--- config.mk ---
export PLATFORM = sky130hd
export DESIGN_NAME = led_frame_sequencer
export DESIGN_NICKNAME = d
export VERILOG_FILES = /design/src/rtl/led_frame_sequencer.sv
export SDC_FILE = /design/constraint.sdc
export NUM_CORES = 1
export LEC_CHECK = 0
export BUFFER_PORTS_ARGS = -buffer_cell sky130_fd_sc_hd__buf_2
export CAP_MARGIN = 5
export CORE_MARGIN = 4
export CORE_UTILIZATION = 40
export DETAILED_ROUTE_END_ITERATION = 8
export PLACE_DENSITY = 0.54
export SETUP_SLACK_MARGIN = 0.2
export SYNTH_ARGS = -nofsm -noshare
export SYNTH_HDL_FRONTEND = slang
export SYNTH_SLANG_ARGS = --single-unit
--- constraint.sdc ---
create_clock -name CLK -period 2.78 [get_ports CLK]
set_input_delay 0.139 -clock CLK [delete_from_list [all_inputs] [get_ports CLK]]
set_output_delay 0.139 -clock CLK [all_outputs]
set_load 0.02 [all_outputs]
--- src/rtl/led_frame_sequencer.sv ---
// Double-buffered WS2812 frame store and scheduler with valid/ready pixel output.
// Optional LED_BRIGHTNESS_EN scales each colour channel by a per-frame brightness.
module led_frame_sequencer #(
    parameter int LED_NUM        = 7,
    parameter int IDX_W          = 3,
    parameter int REFRESH_CYCLES = 240000,
    parameter int LATCH_CYCLES   = 780
) (
    input  logic             CLK,
    input  logic             RST,
    input  logic             wr_en,
    input  logic [IDX_W-1:0] wr_addr,
    input  logic [23:0]      wr_data,
    input  logic             commit,
    input  logic             start,
    input  logic             auto_en,
    input  logic [7:0]       bright,
    output logic [23:0]      pix_data,
    output logic             pix_valid,
    input  logic             pix_ready,
    output logic             pix_last,
    output logic             busy,
    output logic             frame_done
);

    localparam int DEPTH = 1 << IDX_W;
    localparam int TW    = $clog2(REFRESH_CYCLES + 1);
    localparam int LW    = $clog2(LATCH_CYCLES + 1);

    localparam logic [IDX_W-1:0] LAST     = IDX_W'(LED_NUM - 1);
    localparam logic [TW-1:0]    T_RELOAD = TW'(REFRESH_CYCLES - 1);
    localparam logic [LW-1:0]    L_END    = LW'(LATCH_CYCLES - 1);

    typedef enum logic [1:0] {
        IDLE,
        LOAD,
        STREAM,
        LATCH
    } state_t;

    state_t state, state_n;

    logic [23:0]      mem [2][DEPTH];
    logic             disp_bank;
    logic             disp_n;
    logic             commit_pend;
    logic             start_pend;
    logic [TW-1:0]    timer;
    logic [LW-1:0]    lcnt, lcnt_n;
    logic [IDX_W-1:0] idx, idx_n, idx_inc;
    logic             tick, trig, beat, swap, wr_hit, last_idx;
    logic [23:0]      load_px, next_px;

    logic [23:0]      pix_data_n;
    logic             pix_valid_n, pix_last_n, busy_n, frame_done_n;

    assign tick     = auto_en && (timer == '0);
    assign trig     = start || tick;
    assign beat     = pix_valid && pix_ready;
    assign swap     = (state == LOAD) && commit_pend;
    assign wr_hit   = wr_en && (32'(wr_addr) < LED_NUM);
    assign last_idx = (idx == LAST);
    assign idx_inc  = idx + 1'b1;
    assign disp_n   = swap ? ~disp_bank : disp_bank;

`ifdef LED_BRIGHTNESS_EN
    logic [7:0] bright_q;

    function automatic logic [23:0] scale(input logic [23:0] c,
                                          input logic [7:0]  b);
        logic [16:0] p;
        logic [23:0] r;
        r = '0;
        for (int k = 0; k < 3; k++) begin
            p = c[k*8 +: 8] * ({1'b0, b} + 9'd1);
            r[k*8 +: 8] = 8'(p >> 8);
        end
        return r;
    endfunction

    always_ff @(posedge CLK or negedge RST) begin
        if (!RST)
            bright_q <= '0;
        else if (state == LOAD)
            bright_q <= bright;
    end

    // LOAD uses the live input; the rest of the frame uses the latched copy
    assign load_px = scale(mem[disp_n][0], bright);
    assign next_px = scale(mem[disp_bank][idx_inc], bright_q);
`else
    logic unused_bright;
    assign unused_bright = ^bright;
    assign load_px       = mem[disp_n][0];
    assign next_px       = mem[disp_bank][idx_inc];
`endif

    always_ff @(posedge CLK or negedge RST) begin
        if (!RST)
            timer <= T_RELOAD;
        else if (!auto_en || timer == '0)
            timer <= T_RELOAD;
        else
            timer <= timer - 1'b1;
    end

    always_ff @(posedge CLK or negedge RST) begin
        if (!RST) begin
            commit_pend <= 1'b0;
            start_pend  <= 1'b0;
            disp_bank   <= 1'b0;
        end else begin
            if (commit)
                commit_pend <= 1'b1;
            else if (state == LOAD)
                commit_pend <= 1'b0;
            if (state == IDLE)
                start_pend <= 1'b0;
            else if (trig)
                start_pend <= 1'b1;
            if (swap)
                disp_bank <= ~disp_bank;
        end
    end

    // On swap the old display bank becomes the back bank, refilled from the new display bank
    always_ff @(posedge CLK or negedge RST) begin
        if (!RST) begin
            for (int b = 0; b < 2; b++)
                for (int i = 0; i < DEPTH; i++)
                    mem[b][i] <= '0;
        end else begin
            if (swap)
                for (int i = 0; i < LED_NUM; i++)
                    mem[disp_bank][i] <= mem[~disp_bank][i];
            if (wr_hit)
                mem[~disp_n][wr_addr] <= wr_data;
        end
    end

    always_ff @(posedge CLK or negedge RST) begin
        if (!RST)
            state <= IDLE;
        else
            state <= state_n;
    end

    always_comb begin
        state_n = state;
        unique case (state)
            IDLE:    if (trig || start_pend) state_n = LOAD;
            LOAD:    state_n = STREAM;
            STREAM:  if (beat && last_idx) state_n = LATCH;
            LATCH:   if (lcnt == L_END) state_n = IDLE;
            default: state_n = IDLE;
        endcase
    end

    always_comb begin
        pix_data_n   = pix_data;
        pix_valid_n  = pix_valid;
        pix_last_n   = pix_last;
        idx_n        = idx;
        lcnt_n       = lcnt;
        frame_done_n = 1'b0;
        busy_n       = (state_n != IDLE);
        unique case (state)
            LOAD: begin
                idx_n       = '0;
                pix_valid_n = 1'b1;
                pix_data_n  = load_px;
                pix_last_n  = (LAST == '0);
            end
            STREAM: begin
                if (beat && last_idx) begin
                    pix_valid_n = 1'b0;
                    pix_last_n  = 1'b0;
                    pix_data_n  = '0;
                    lcnt_n      = '0;
                end else if (beat) begin
                    idx_n      = idx_inc;
                    pix_data_n = next_px;
                    pix_last_n = (idx_inc == LAST);
                end
            end
            LATCH: begin
                lcnt_n       = lcnt + 1'b1;
                frame_done_n = (lcnt == L_END);
            end
            default: ;
        endcase
    end

    always_ff @(posedge CLK or negedge RST) begin
        if (!RST) begin
            pix_data   <= '0;
            pix_valid  <= 1'b0;
            pix_last   <= 1'b0;
            busy       <= 1'b0;
            frame_done <= 1'b0;
            idx        <= '0;
            lcnt       <= '0;
        end else begin
            pix_data   <= pix_data_n;
            pix_valid  <= pix_valid_n;
            pix_last   <= pix_last_n;
            busy       <= busy_n;
            frame_done <= frame_done_n;
            idx        <= idx_n;
            lcnt       <= lcnt_n;
        end
    end

endmodule

==> flow_metrics.tcl, run 1 <==
set metrics [dict create \
    start_kind "flop" \
    dr_wl_met2_mm 35.9 \
    worstPathRequired_ns 3.24 \
    syn_nets 2581 \
    area.growth.synth_to_final_pct 14.5 \
    power_density_nw_per_um2 1250 \
    top_layer_used "met4" \
    min_period_ns 2.45 \
    drive_gt1_frac 0.162 \
    path_cells "inv_1 > ha_1 > and2_1 > nand2_8 > buf_12 > mux2i_1 > o21ai_0" \
    vias 19700 \
    drv_slew 0 \
    cts_sinks 448 \
    synth_edf_count 0 \
    cpLargestDelayFamily "simple AND/OR/NAND/NOR gates" \
    place.gp.congestion 0.804 \
    finalHoldViolCount 0 \
    die_h_um 254 \
    synth-seq-cells 448 \
    outcome "finished, final reports clean" \
    die_area_um2 64300 \
    syn-cell-area_um2 24100 \
    cts_buffers 52 \
    htreeDepth 2 \
    avgSynthCellArea_um2 9.55 \
    whs_endpoint "idx[0]" \
    grt_first_pass_wirelength_mm 121 \
    overflow 0 \
    clockRootBuffer "clkbuf_16" \
    fin_tns_setup_ns 0 \
    final_nets 2561 \
    clk_path_buf_depth 3 \
    finClkSkew_ns 0.0147 \
    rows 89 \
    synth_cells 2529 \
    grt_pass1_vias 19800 \
    wirelength_mm 78.5 \
    yosysWarnings 0 \
    ios 70 \
    end_kind "flop" \
    antenna_left 0 \
    portBuffers 61 \
    hold_path.class "input pin to flop" \
    r2r-end "mem[142]" \
    dp_hpwl_mm 48.4 \
    cap_violations 0 \
    path_class "flop to flop" \
    ys_seq_area_frac 0.465 \
    arrival_ns 2.91 \
    path_buf_inv 2 \
    mostFrequentLayoutCells "nand2_1 (491), dfrtp_1 (434), mux2i_1 (236), nor2_1 (202), o21ai_0 (167)" \
    crit_start "state[1]" \
    r2r_slack_ns 0.33 \
    setup_viol 0 \
    grt_max_degree 116 \
    cts_tree "built" \
    clk_latency_ns 0.60 \
    ir_drop_mv 0.777 \
    worst_pin_slew_ns 0.807 \
    cp_max_fo 26 \
    whs_path_depth 4 \
    wire_per_inst_um 23.6 \
    grt_util_all_layers 0.243 \
    layout_commonest_cell "nand2_1" \
    drcViolationCount 0 \
    r2r_cells 7 \
    cp_slowest_cell "and2_1" \
    synth_flop_cell "dfrtp_1" \
    coreArea_um2 59400 \
    rsz0062_at_grt "false" \
    power_leakage_nw 12.8 \
    drtPass1Iterations 6 \
    routed_via_density 5.95 \
    initial_core_util 0.407 \
    fmax_mhz 408 \
    drt_iter0_drc 1661 \
    hp-start "pix_ready" \
    met3_length_mm 5.11 \
    met1Wirelength_mm 34.3 \
    yosysUniqueCellTypes 70 \
    r2r-start "state[1]" \
    timing.slew.headroom 0.462 \
    cp_slowest_stage_delay_ns 0.46 \
    die_w_um 254 \
    power.total_mw 34.6 \
    synth-async-reset-ratio 1.00 \
    antenna_found_initial 1 \
    post-route-period-util 0.881 \
    clkTransAtPathRegs_ns 0.06 \
]
## per-stage QoR
| stage | util | std cells | cell area (um2) | hold WS (ns) | worst slack, ns |
|---|---|---|---|---|---|
| floorplan | - | 2529 | 24100 | -0.157 | 0.234 |
| global placement | 0.431 | 3196 | 25600 | 0.0200 | 0.319 |
| CTS | 0.465 | 3315 | 27600 | 0.0530 | 0.255 |
| detailed placement | 0.431 | 3196 | 25600 | 0.0217 | 0.189 |
| global route | 0.466 | 3318 | 27600 | 0.0862 | 0.205 |
| finish | 0.466 | 3319 | 27600 | 0.0910 | 0.331 |
## report_power, final
| part | leakage (nW) | internal [mW] | switching (mW) |
|---|---|---|---|
| logic | 6.43 | 7.14 | 8.71 |
| clock network | 0.842 | 4.07 | 2.79 |
| registers | 5.52 | 9.37 | 2.49 |
## cell families (layout without fill, tap and decap cells)
| group | Yosys count | in the layout | synth area share |
|---|---|---|---|
| other cells | 0 | 1 | 0 |
| flops | 448 | 448 | 0.465 |
| fa+ha+maj | 10 | 10 | 0.00518 |
| xor+xnor | 13 | 13 | 0.00472 |
| compound gates | 592 | 592 | 0.161 |
| simple gates | 857 | 857 | 0.151 |
| buf+inv | 296 | 312 | 0.0554 |
| mux | 313 | 313 | 0.158 |
## worst reg2reg max path: cells and delay by family (launching register included)
kind,cells,cell delay (ns)
buffers and inverters,2,0.42
multiplexers,1,0.22
adder cells (fa/ha/maj),1,0.34
AO/OA/AOI/OAI,1,0.10
flip-flops,1,0.44
AND/OR/NAND/NOR,2,0.78
## metal layers
| metal | GRT usage | vias to the layer above |
|---|---|---|
| met5 | 0 | - |
| met4 | 0.0893 | 0 |
| met3 | 0.0417 | 156 |
| met2 | 0.383 | 701 |
| met1 | 0.338 | 9921 |
| li1 | - | 8957 |
## repair_timing
item / CTS / global route
hold buffers: 29 / 0
endpoints found under the setup margin: 4 / 52
endpoints found under the hold margin: 674 / 0
resized for setup: 1 / 2
buffers inserted: 0 / 3
pin swaps: 0 / 1
## worst max-delay path by stage
stage,endpoint,slack (ns),cells after the start
finish,mem[142],0.33,7
detailed placement,mem[264],0.19,6
global route,mem[78],0.21,7
global placement,pix_data[20],0.32,7
floorplan,pix_data[10],0.23,11
CTS,mem[70],0.25,6
## registers in the layout (all words and copies together), names as in the netlist
register,flops
busy,1
commit_pend,1
disp_bank,1
frame_done,1
idx,3
lcnt,10
mem,384
pix_data,24
pix_last,1
pix_valid,1
start_pend,1
state,2
timer,18
## cells in the mapped netlist (all sizes together), types with 10 or more instances
library cell  instances  area (um2)
nor4                 14         155
nor2                203         762
a21o                 27         203
mux2                 25         282
dfstp                13         342
dfrtp               435       10900
a41oi                22         193
o221a                24         270
nand2               492        1850
mux2i               236        2360
nand3                83         428
a31oi               165        1030
mux4                 52        1170
buf                 109         636
inv                  12        45.0
a22oi                68         510
clkbuf              175         657
a21oi                30         150
o22a                 24         210
ha                   10         125
o21ai               187         936
## area by class of cell
type | instances | area, um2
clock buffer | 78 | 1580
sequential | 448 | 11200
clock inverter | 12 | 113
inverter | 12 | 45.0
timing repair buffer | 210 | 1970
multi-input combinational | 1785 | 11700
tap | 773 | 967
antenna | 1 | 2.50
fill | 5455 | 31700
Note: power is estimated with default switching activity, not from simulation.
==> run 2, diff against run 1 <==
--- a/config.mk
+++ b/config.mk
@@ -12,2 +12,3 @@
 export DETAILED_ROUTE_END_ITERATION = 8
+export GPL_TIMING_DRIVEN = 0
 export PLACE_DENSITY = 0.54
==> constraint.sdc (replaced) <==
create_clock -name CLK -period 2.78 [get_ports CLK]
set_input_delay 0 -clock CLK [delete_from_list [all_inputs] [get_ports CLK]]
set_output_delay 0 -clock CLK [all_outputs]
set_load 0.02 [all_outputs]
==> flow_metrics.tcl, run 2 (synthesis gave the netlist of run 1 again) <==
set metrics [dict create \
    timing.slew.headroom 0.137 \
    comb_power_share 0.510 \
    largest_reg_flops 384 \
    die_area_um2 64300 \
    whs_endpoint "commit_pend" \
    area.growth.synth_to_final_pct 20.3 \
    drcViolationCount 0 \
    num_antenna_cells 0 \
    drt_iter0_drc 3106 \
    drtPass1Iterations 6 \
    power_leakage_nw 13.4 \
    finalHoldViolCount 0 \
    clk_path_buf_depth 3 \
    path_buf_inv 7 \
    power_density_nw_per_um2 1330 \
    ir_drop_mv 0.588 \
    clk_latency_ns 0.62 \
    regMostFlops "mem" \
    sw_frac_of_total 0.445 \
    cts_sinks 448 \
    overflow 0 \
    cpLargestDelayFamily "buffers and inverters" \
    final-seq-area_um2 11200 \
    rows 89 \
    fmax_mhz 381 \
    path_class "flop to flop" \
    layout_commonest_cell "nand2_1" \
    final_nets 2775 \
    routed_via_density 6.41 \
    finClkSkew_ns 0.0206 \
    end_kind "flop" \
    wirelength_mm 111 \
    grt_max_degree 117 \
    mostFrequentLayoutCells "nand2_1 (491), dfrtp_1 (434), mux2i_1 (233), nor2_1 (203), o21ai_0 (165)" \
    internal_power_mw 21.4 \
    r2r_slack_ns 0.16 \
    min_period_ns 2.62 \
    cts_buffers 53 \
    p_seq_frac 0.309 \
    cp_slowest_stage_delay_ns 0.41 \
    r2r-end "pix_data[16]" \
    cap_violations 0 \
    post-route-period-util 0.943 \
    initial_core_util 0.407 \
    coreArea_um2 59400 \
    antenna_found_initial 3 \
    cts_tree "built" \
    cp_common_cell "buf_12" \
    antenna_left 0 \
    grt_first_pass_wirelength_mm 156 \
    drv_slew 0 \
    grt_pass1_vias 21600 \
    start_kind "flop" \
    worstPathRequired_ns 3.25 \
    top_regs "mem: 384 flops, pix_data: 24 flops, timer: 18 flops" \
    fin_tns_setup_ns 0 \
    p_clk_frac 0.182 \
    hold_path.class "input pin to flop" \
    die_w_um 254 \
    place.gp.congestion 1.01 \
    dp_hpwl_mm 74.9 \
    die_h_um 254 \
    r2r-start "idx[0]" \
    path_cells "clkbuf_16 > inv_16 > buf_12 > ha_4 > buf_12 > buf_16 > buf_12 > buf_16 > mux4_2 > mux2_4 > nand3_2 > a31oi_2" \
    htreeDepth 2 \
    outcome "finished, final reports clean" \
    rsz0062_at_grt "true" \
    clkTransAtPathRegs_ns 0.06 \
    worst_pin_slew_ns 1.29 \
    vias 22700 \
    p_switching_mw 17.1 \
    pre_cts_slack_ns -1.95 \
    grt_util_all_layers 0.336 \
    arrival_ns 3.09 \
    cp_max_fo 7 \
    ios 70 \
    setup_viol 0 \
    hp-start "commit" \
    cp_slowest_cell "dfrtp_2" \
    r2r_cells 12 \
    setup_ws_ns 0.158 \
    fillers 5448 \
    clockRootBuffer "clkbuf_16" \
    portBuffers 61 \
    wire_per_inst_um 31.2 \
    multi_input_area_um2 12100 \
    whs_path_depth 3 \
    drive_gt1_frac 0.200 \
]
## run 2: cell types whose count changed in the layout (fill, tap and decap cells not counted), sizes merged
cell	before	now
buf	182	211
bufinv	2	1
clkbuf	78	267
clkdlybuf4s15	0	2
clkinv	9	7
clkinvlp	1	0
diode	1	0
dlygate4sd3	28	31
inv	12	13
## run 2: how the worst max path moves through the flow
stage / to / cells past startpoint / slack (ns) / from
5_1_grt: pix_data[4] / 10 / 0.14 / idx[0]
3_5_place_dp: pix_data[4] / 9 / -1.95 / idx[0]
2_1_floorplan: pix_data[10] / 11 / 0.23 / idx[0]
4_1_cts: pix_data[16] / 9 / 0.14 / state[0]
6_report: pix_data[16] / 12 / 0.16 / idx[0]
3_3_place_gp: mem[142] / 1 / -7.78 / RST
## run 2: metal layers
metal,vias up,share of wire,GRT usage,routed length [um]
li1,9414,-,-,-
met1,11500,0.40,0.453,44000
met2,1439,0.43,0.501,47200
met3,350,0.10,0.0761,11300
met4,2,0.072,0.190,7990
met5,-,0.00012,0,13
## run 2: worst min-delay path: stages
cell and delay (ns):
dlygate4sd3_1 0.52, buf_2 0.10, a21o_1 0.07
## run 2: area by class of cell
type / instances / area share
multi-input cells: 1785 / 0.415
flip-flops and latches: 448 / 0.387
plain buffers: 284 / 0.0623
clock buffers: 88 / 0.0558
repair buffers: 139 / 0.0418
well taps: 773 / 0.0333
clock inverters: 9 / 0.00254
inverters: 12 / 0.00211
## run 2: timing repair
item                                   4_1_cts  5_1_grt
setup endpoints to repair                  303      296
endpoints found under the hold margin      325        0
pin swaps                                    8       14
setup buffers                               15       20
hold buffers                                32        0
gates resized for setup                    189      141
cloned                                       3        4
## run 2: through the flow
stage | hold slack (ns) | total power [mW] | instance area, um2 | utilization | instances
global route | 0.122 | 39.9 | 29000 | 0.489 | 3538
finish | 0.109 | 38.5 | 29000 | 0.489 | 3538
floorplan | -0.296 | 22.0 | 24100 | - | 2529
global placement | 0.188 | 28.2 | 25400 | 0.428 | 3363
CTS | 0.0950 | 37.0 | 28400 | 0.478 | 3514
detailed placement | -0.0440 | 28.7 | 25500 | 0.430 | 3367
## run 2: power by group through the flow
stage / clock [mW] / sequential [mW] / combinational (mW)
after global placement: 0 / 11.7 / 16.5
after global routing: 7.31 / 12.2 / 20.5
after detailed placement: 0 / 11.8 / 16.9
final: 6.99 / 11.9 / 19.6
after CTS: 7.06 / 11.7 / 18.2
after floorplan: 0 / 11.2 / 10.7
